--- config.mk ---
export PLATFORM = sky130hd
export DESIGN_NAME = uart_stream_adapter
export DESIGN_NICKNAME = d
export VERILOG_FILES = /design/src/rtl/uart_stream_pkg.sv /design/src/rtl/uart_stream_errcnt.sv /design/src/rtl/uart_stream_adapter.sv
export SDC_FILE = /design/constraint.sdc
export NUM_CORES = 1
export LEC_CHECK = 0
export ABC_AREA = 1
export CAP_MARGIN = 20
export CORE_MARGIN = 2
export CORE_UTILIZATION = 49
export DETAILED_ROUTE_END_ITERATION = 6
export GPL_TIMING_DRIVEN = 1
export PLACE_DENSITY = 0.83
export SKIP_CTS_REPAIR_TIMING = 1
export SYNTH_ARGS = -nofsm -noshare
export SYNTH_HDL_FRONTEND = slang
export SYNTH_HIERARCHICAL = 1
export SYNTH_SLANG_ARGS = --single-unit
--- constraint.sdc ---
create_clock -name CLK -period 3 [get_ports CLK]
set_clock_uncertainty 0.15 [all_clocks]
set_input_delay 0.6 -clock CLK [delete_from_list [all_inputs] [get_ports CLK]]
set_output_delay 0.6 -clock CLK [all_outputs]
set_load 0.01 [all_outputs]
--- src/rtl/uart_stream_pkg.sv ---
// rtl/uart_stream_pkg.sv - shared types and constants for the UART stream adapter
// Contents: FSM state enum, guard counter width, error-flag struct, saturating increment helper.
package uart_stream_pkg;

    typedef enum logic [1:0] {
        IDLE,
        WR,
        RD,
        GUARD
    } state_t;

    localparam int GUARD_CNT_W = 3;

    typedef struct packed {
        logic perr;
        logic ferr;
        logic ovf;
    } err_flags_t;

    function automatic logic [7:0] sat_inc8(input logic [7:0] v);
        return (v == 8'hFF) ? v : v + 8'd1;
    endfunction

endpackage

--- src/rtl/uart_stream_errcnt.sv ---
// rtl/uart_stream_errcnt.sv - saturating parity/framing/overflow error counters
// Ports: CLK, aresetn (async active-low), capture (RD capture strobe),
//        flags_bits {perr, ferr, ovf} sampled with the capture, clr (sync clear),
//        perr_cnt/ferr_cnt/ovf_cnt 8-bit saturating counts.
module uart_stream_errcnt
    import uart_stream_pkg::*;
(
    input  logic       CLK,
    input  logic       aresetn,
    input  logic       capture,
    input  logic [2:0] flags_bits,
    input  logic       clr,
    output logic [7:0] perr_cnt,
    output logic [7:0] ferr_cnt,
    output logic [7:0] ovf_cnt
);

    err_flags_t flags;
    assign flags = flags_bits;

    always_ff @(posedge CLK or negedge aresetn) begin
        if (!aresetn) begin
            perr_cnt <= 8'd0;
            ferr_cnt <= 8'd0;
            ovf_cnt  <= 8'd0;
        end else if (clr) begin
            // Clear takes precedence over an increment in the same cycle.
            perr_cnt <= 8'd0;
            ferr_cnt <= 8'd0;
            ovf_cnt  <= 8'd0;
        end else if (capture) begin
            if (flags.perr) perr_cnt <= sat_inc8(perr_cnt);
            if (flags.ferr) ferr_cnt <= sat_inc8(ferr_cnt);
            if (flags.ovf)  ovf_cnt  <= sat_inc8(ovf_cnt);
        end
    end

endmodule

--- src/rtl/uart_stream_adapter.sv ---
// rtl/uart_stream_adapter.sv - valid/ready byte stream front end for the strobe-style UART core
// Ports: CLK, aresetn (async active-low);
//        s_tx_* byte stream in, m_rx_* byte stream out with per-byte error flags;
//        uart_csn/wen/oen/data_in to the core, uart_data_out/txrdy/rxrdy/error flags from the core.
// Option: UART_STREAM_ERRCNT_EN adds err_cnt_clr and perr_cnt/ferr_cnt/ovf_cnt.
module uart_stream_adapter
    import uart_stream_pkg::*;
#(
    parameter int GUARD_CYCLES = 2,
    parameter bit RR_ARB       = 1'b1
) (
    input  logic       CLK,
    input  logic       aresetn,
    input  logic [7:0] s_tx_data,
    input  logic       s_tx_valid,
    output logic       s_tx_ready,
    output logic [7:0] m_rx_data,
    output logic       m_rx_perr,
    output logic       m_rx_ferr,
    output logic       m_rx_ovf,
    output logic       m_rx_valid,
    input  logic       m_rx_ready,
    output logic       uart_csn,
    output logic       uart_wen,
    output logic       uart_oen,
    output logic [7:0] uart_data_in,
    input  logic [7:0] uart_data_out,
    input  logic       uart_txrdy,
    input  logic       uart_rxrdy,
    input  logic       uart_parity_err,
    input  logic       uart_framing_err,
    input  logic       uart_overflow
`ifdef UART_STREAM_ERRCNT_EN
    ,
    input  logic       err_cnt_clr,
    output logic [7:0] perr_cnt,
    output logic [7:0] ferr_cnt,
    output logic [7:0] ovf_cnt
`endif
);

    state_t                 state;
    logic [GUARD_CNT_W-1:0] guard_cnt;
    logic                   arb_ptr_rx;   // 0: write wins next contention, 1: read wins
    logic                   tx_full;
    logic [7:0]             tx_hold;

    logic tx_load;
    logic tx_full_nxt;
    logic wr_req;
    logic rd_req;
    logic grant_wr;
    logic grant_rd;
    logic decide;

    assign tx_load     = s_tx_valid & s_tx_ready;
    // A byte accepted in the strobe cycle refills the holding register.
    assign tx_full_nxt = tx_load ? 1'b1 : ((state == WR) ? 1'b0 : tx_full);

    assign wr_req = tx_full & uart_txrdy;
    assign rd_req = uart_rxrdy & (~m_rx_valid | m_rx_ready);

    // The next strobe is decided in the last guard cycle so that back-to-back
    // transfers are GUARD_CYCLES+1 cycles apart; IDLE also decides.
    assign decide = (state == IDLE) ||
                    ((state == GUARD) && (guard_cnt == GUARD_CNT_W'(GUARD_CYCLES - 1)));

    always_comb begin
        grant_wr = 1'b0;
        grant_rd = 1'b0;
        if (wr_req && rd_req) begin
            if (RR_ARB && !arb_ptr_rx) grant_wr = 1'b1;
            else                       grant_rd = 1'b1;
        end else if (wr_req) begin
            grant_wr = 1'b1;
        end else if (rd_req) begin
            grant_rd = 1'b1;
        end
    end

    always_ff @(posedge CLK or negedge aresetn) begin
        if (!aresetn) begin
            tx_full    <= 1'b0;
            tx_hold    <= 8'd0;
            s_tx_ready <= 1'b1;
        end else begin
            tx_full    <= tx_full_nxt;
            s_tx_ready <= ~tx_full_nxt;
            if (tx_load) tx_hold <= s_tx_data;
        end
    end

    always_ff @(posedge CLK or negedge aresetn) begin
        if (!aresetn) begin
            state        <= IDLE;
            guard_cnt    <= '0;
            arb_ptr_rx   <= 1'b0;
            uart_csn     <= 1'b1;
            uart_wen     <= 1'b1;
            uart_oen     <= 1'b1;
            uart_data_in <= 8'd0;
            m_rx_valid   <= 1'b0;
            m_rx_data    <= 8'd0;
            m_rx_perr    <= 1'b0;
            m_rx_ferr    <= 1'b0;
            m_rx_ovf     <= 1'b0;
        end else begin
            uart_csn <= 1'b1;
            uart_wen <= 1'b1;
            uart_oen <= 1'b1;

            if (m_rx_valid && m_rx_ready) m_rx_valid <= 1'b0;

            case (state)
                IDLE, GUARD: begin
                    guard_cnt <= guard_cnt + GUARD_CNT_W'(1);
                    if (decide) begin
                        guard_cnt <= '0;
                        if (grant_wr) begin
                            state        <= WR;
                            uart_csn     <= 1'b0;
                            uart_wen     <= 1'b0;
                            uart_data_in <= tx_hold;
                            arb_ptr_rx   <= 1'b1;
                        end else if (grant_rd) begin
                            state      <= RD;
                            uart_csn   <= 1'b0;
                            uart_oen   <= 1'b0;
                            arb_ptr_rx <= 1'b0;
                        end else begin
                            state <= IDLE;
                        end
                    end
                end
                WR: begin
                    state     <= GUARD;
                    guard_cnt <= '0;
                end
                RD: begin
                    state      <= GUARD;
                    guard_cnt  <= '0;
                    m_rx_data  <= uart_data_out;
                    m_rx_perr  <= uart_parity_err;
                    m_rx_ferr  <= uart_framing_err;
                    m_rx_ovf   <= uart_overflow;
                    m_rx_valid <= 1'b1;
                end
                default: begin
                    state     <= IDLE;
                    guard_cnt <= '0;
                end
            endcase
        end
    end

`ifdef UART_STREAM_ERRCNT_EN
    err_flags_t cur_flags;
    assign cur_flags = '{perr: uart_parity_err, ferr: uart_framing_err, ovf: uart_overflow};

    uart_stream_errcnt u_errcnt (
        .CLK        (CLK),
        .aresetn    (aresetn),
        .capture    (state == RD),
        .flags_bits (cur_flags),
        .clr        (err_cnt_clr),
        .perr_cnt   (perr_cnt),
        .ferr_cnt   (ferr_cnt),
        .ovf_cnt    (ovf_cnt)
    );
`endif

endmodule

==> metrics.md <==
| Metric | Value |
|---|---|
| ANT cells | 0 |
| Die Y | 61.46 um |
| Pre-Repair DR Iteration Count | 4 |
| # setup viols final | 0 |
| Worst Setup Start Kind | flip-flop |
| RD Place Congestion | 0.8041 |
| Power share of the clock group | 12.1% |
| Avg WL per Cell | 12.70 um |
| Synth area leaders | dfrtp_1, nand2_1, dfstp_2 |
| Commonest cells post-synth | nand2_1, dfrtp_1, inv_1, nand3_1, nor2_1 |
| IO Count | 49 |
| Status | complete, no violations |
| Fraction of registers with async set/reset | 100.0% |
| Buffers & Inverters on Critical Path | 1 |
| Combinational share of power | 43.9% |
| Die width | 61.46 um |
| Fin crit share | 72.98% |
| Worst hold path type | in -> async |
| Critical Path End Type | primary output |
| Min cycle time layout | 2.189 ns |
| Initial core utilization | 52.14% |
| PortBufs | 48 |
| Crit Path Max Fanout | 2 |
| CP cell instances | clkdlybuf4s50_1 |
| Detail Placement HPWL | 2482 um |
| Final Power | 0.002071 W |
| Antenna Violating Nets Remaining | 0 |
| Clock tree from TritonCTS | done |
| Clock H-tree levels | 2 |
| CORE AREA | 3103 um2 |
| Area growth syn-to-layout | 34.73% |
| Clock latency on the worst-skew pair | 0.34 ns |
| Sink Count | 39 |
| Setup CP Type | reg -> out |
| Proportion of layout cells with a drive suffix above 1 | 13.33% |
| TritonCTS buffer count | 5 |
| Starting DRC count in detailed routing | 43 |
| Max Fclk | 456.7 MHz |
| Syn Inst Count | 157 |
| Vias per Instance | 4.764 |
| Rows | 20 |
| Sw Share | 36.21% |
| Layout net count | 240 |
| Post-Syn Nets | 188 |
| Mapped Area | 1618 um2 |
| Worst slew pin tran | 0.8125 ns |
| CP max stage delay | 0.56 ns |
| Total gr overflow | 0 |
| Total Routing Usage GR | 18.83% |
| Synthesized flop and latch total | 39 |
| Flop pwr share | 44.0% |
| Slack of the worst reg-to-reg path | 1.27 ns |
| Ys flop type | dfrtp_1 |
| Synth area leader | dfrtp_1 |
| Global-route wire length before repair | 5043 um |
| Initial antenna violation count | 0 |
| Clk buf depth | 2 |
| Syn avg cell area | 10.30 um2 |
| Number of global-route vias before repair | 1184 |
| CTS clock-pin slew for the worst setup and hold paths | 0.11 ns |
| Fin. Hold Viols | 0 |
| Crit path max-delay cell type | dfstp_2 |
| Power Dens Cells | 950.1 nW/um2 |
| Req. time, crit path | 2.25 ns |
| Synth Warn # | 6 |
| Worst VDD drop | 0.4428 mV |
| Unique masters post-synth | 17 |
| Post-synthesis sequential area ratio | 60.63% |
| Maxcap violations | 0 |
| TNS Setup | 0 ns |
| Final Max Tran Viols | 0 |
| EDFF count, synth | 0 |
| Die ar. | 3777 um2 |
| Largest net degree at the start of global routing | 40 |
| Synth top area share | 54.14% |
| # DRC | 0 |
| LEAKAGE | 1.074 nW |
| Worst path arrival time | 1.44 ns |
| Via count | 1210 |
| Top delay family on crit path | flip-flops |
| Rel. slew slack | 45.83% |
| Most common cell in the synthesized netlist | nand2_1 |
| Final WL | 3226 um |
| CTS root buf | clkbuf_4 |
| RSZ-0062 raised after global routing | no |
| Power Internal | 0.001321 W |
| P_sw | 0.0007497 W |
-- cell type report --
cell class	count	area, um2
Multi-Input combinational cell	103	573.1
Clock buffer	7	45.04
Tap cell	44	55.05
Timing Repair Buffer	48	475.5
Inverter	12	45.04
Fill cell	256	923.4
Sequential cell	39	980.9
Clock inverter	1	5.005
-- layer usage --
layer	vias up	wire, um	part of all wire [%]	global-route usage [%]
li1	588	-	-	-
met5	-	0	0	0
met2	29	1677	52	31.31
met1	585	1351	42	22.43
met4	0	75	2.3	10.03
met3	8	122	3.8	4.832
-- registers in the layout, summed over array words and instances (netlist names), 2 cells and up --
name	cells
tx_hold	8
guard_cnt	3
uart_data_in	8
state	2
m_rx_data	8
-- final timing paths --
kind                         startpoint         endpoint  depth (start not counted)
max in group asynchronous       aresetn       tx_hold[2]                          1
setup reg to reg               state[1]  uart_data_in[7]                          6
setup / recovery             s_tx_ready       s_tx_ready                          1
min in group CLK           m_rx_data[5]     m_rx_data[5]                          2
hold reg to reg            m_rx_data[5]     m_rx_data[5]                          2
hold / removal                  aresetn         state[1]                          1
-- cell usage in the layout, fill, tap and decap left out --
| cell | n |
|---|---|
| a21oi_4 | 1 |
| nand2_4 | 3 |
| nand3_1 | 9 |
| clkbuf_1 | 2 |
| a21oi_1 | 1 |
| ha_1 | 6 |
| dfrtp_1 | 35 |
| clkbuf_4 | 5 |
| nand3_4 | 1 |
| dfstp_2 | 4 |
| clkinv_2 | 1 |
| nand2_2 | 3 |
| buf_2 | 1 |
| xnor2_1 | 1 |
| nor2_1 | 9 |
| mux2_2 | 8 |
| inv_2 | 1 |
| inv_1 | 11 |
| clkdlybuf4s50_1 | 47 |
| nand2_1 | 61 |
-- per-stage QoR --
| stage | utilization (%) | hold WS [ns] | worst slack [ns] | area, um2 | instances |
|---|---|---|---|---|---|
| global route | 70.24 | 0.2617 | 0.7631 | 2180 | 254 |
| finish | 70.24 | 0.1918 | 0.8105 | 2180 | 254 |
| detailed placement | 68.63 | 0.3081 | 0.9903 | 2130 | 246 |
| CTS | 70.24 | 0.2131 | 0.7985 | 2180 | 254 |
| global placement | 68.63 | 0.2988 | 1.037 | 2130 | 246 |
| floorplan | - | 0.1544 | 1.542 | 1618 | 157 |
-- cells by family (layout without fill, tap and decap cells) --
kind of cell | Yosys count | in the layout | share of synthesized area (%)
AO/OA/AOI/OAI | 2 | 2 | 1.315
flip-flops | 39 | 39 | 60.63
adder cells (fa/ha/maj) | 6 | 6 | 4.640
AND/OR/NAND/NOR | 86 | 86 | 23.36
multiplexers | 8 | 8 | 5.569
buffers and inverters | 15 | 68 | 3.944
XOR/XNOR | 1 | 1 | 0.5415
-- power groups by stage --
stage	registers [W]	clock network (W)	logic (W)
after floorplan	0.000960	0	0.000446
after global placement	0.000911	0	0.000876
after detailed placement	0.000920	0	0.000917
after CTS	0.000909	0.000257	0.000920
after global routing	0.000936	0.000276	0.000995
final	0.000911	0.000250	0.000910
Power figures use the tool's default switching activity.
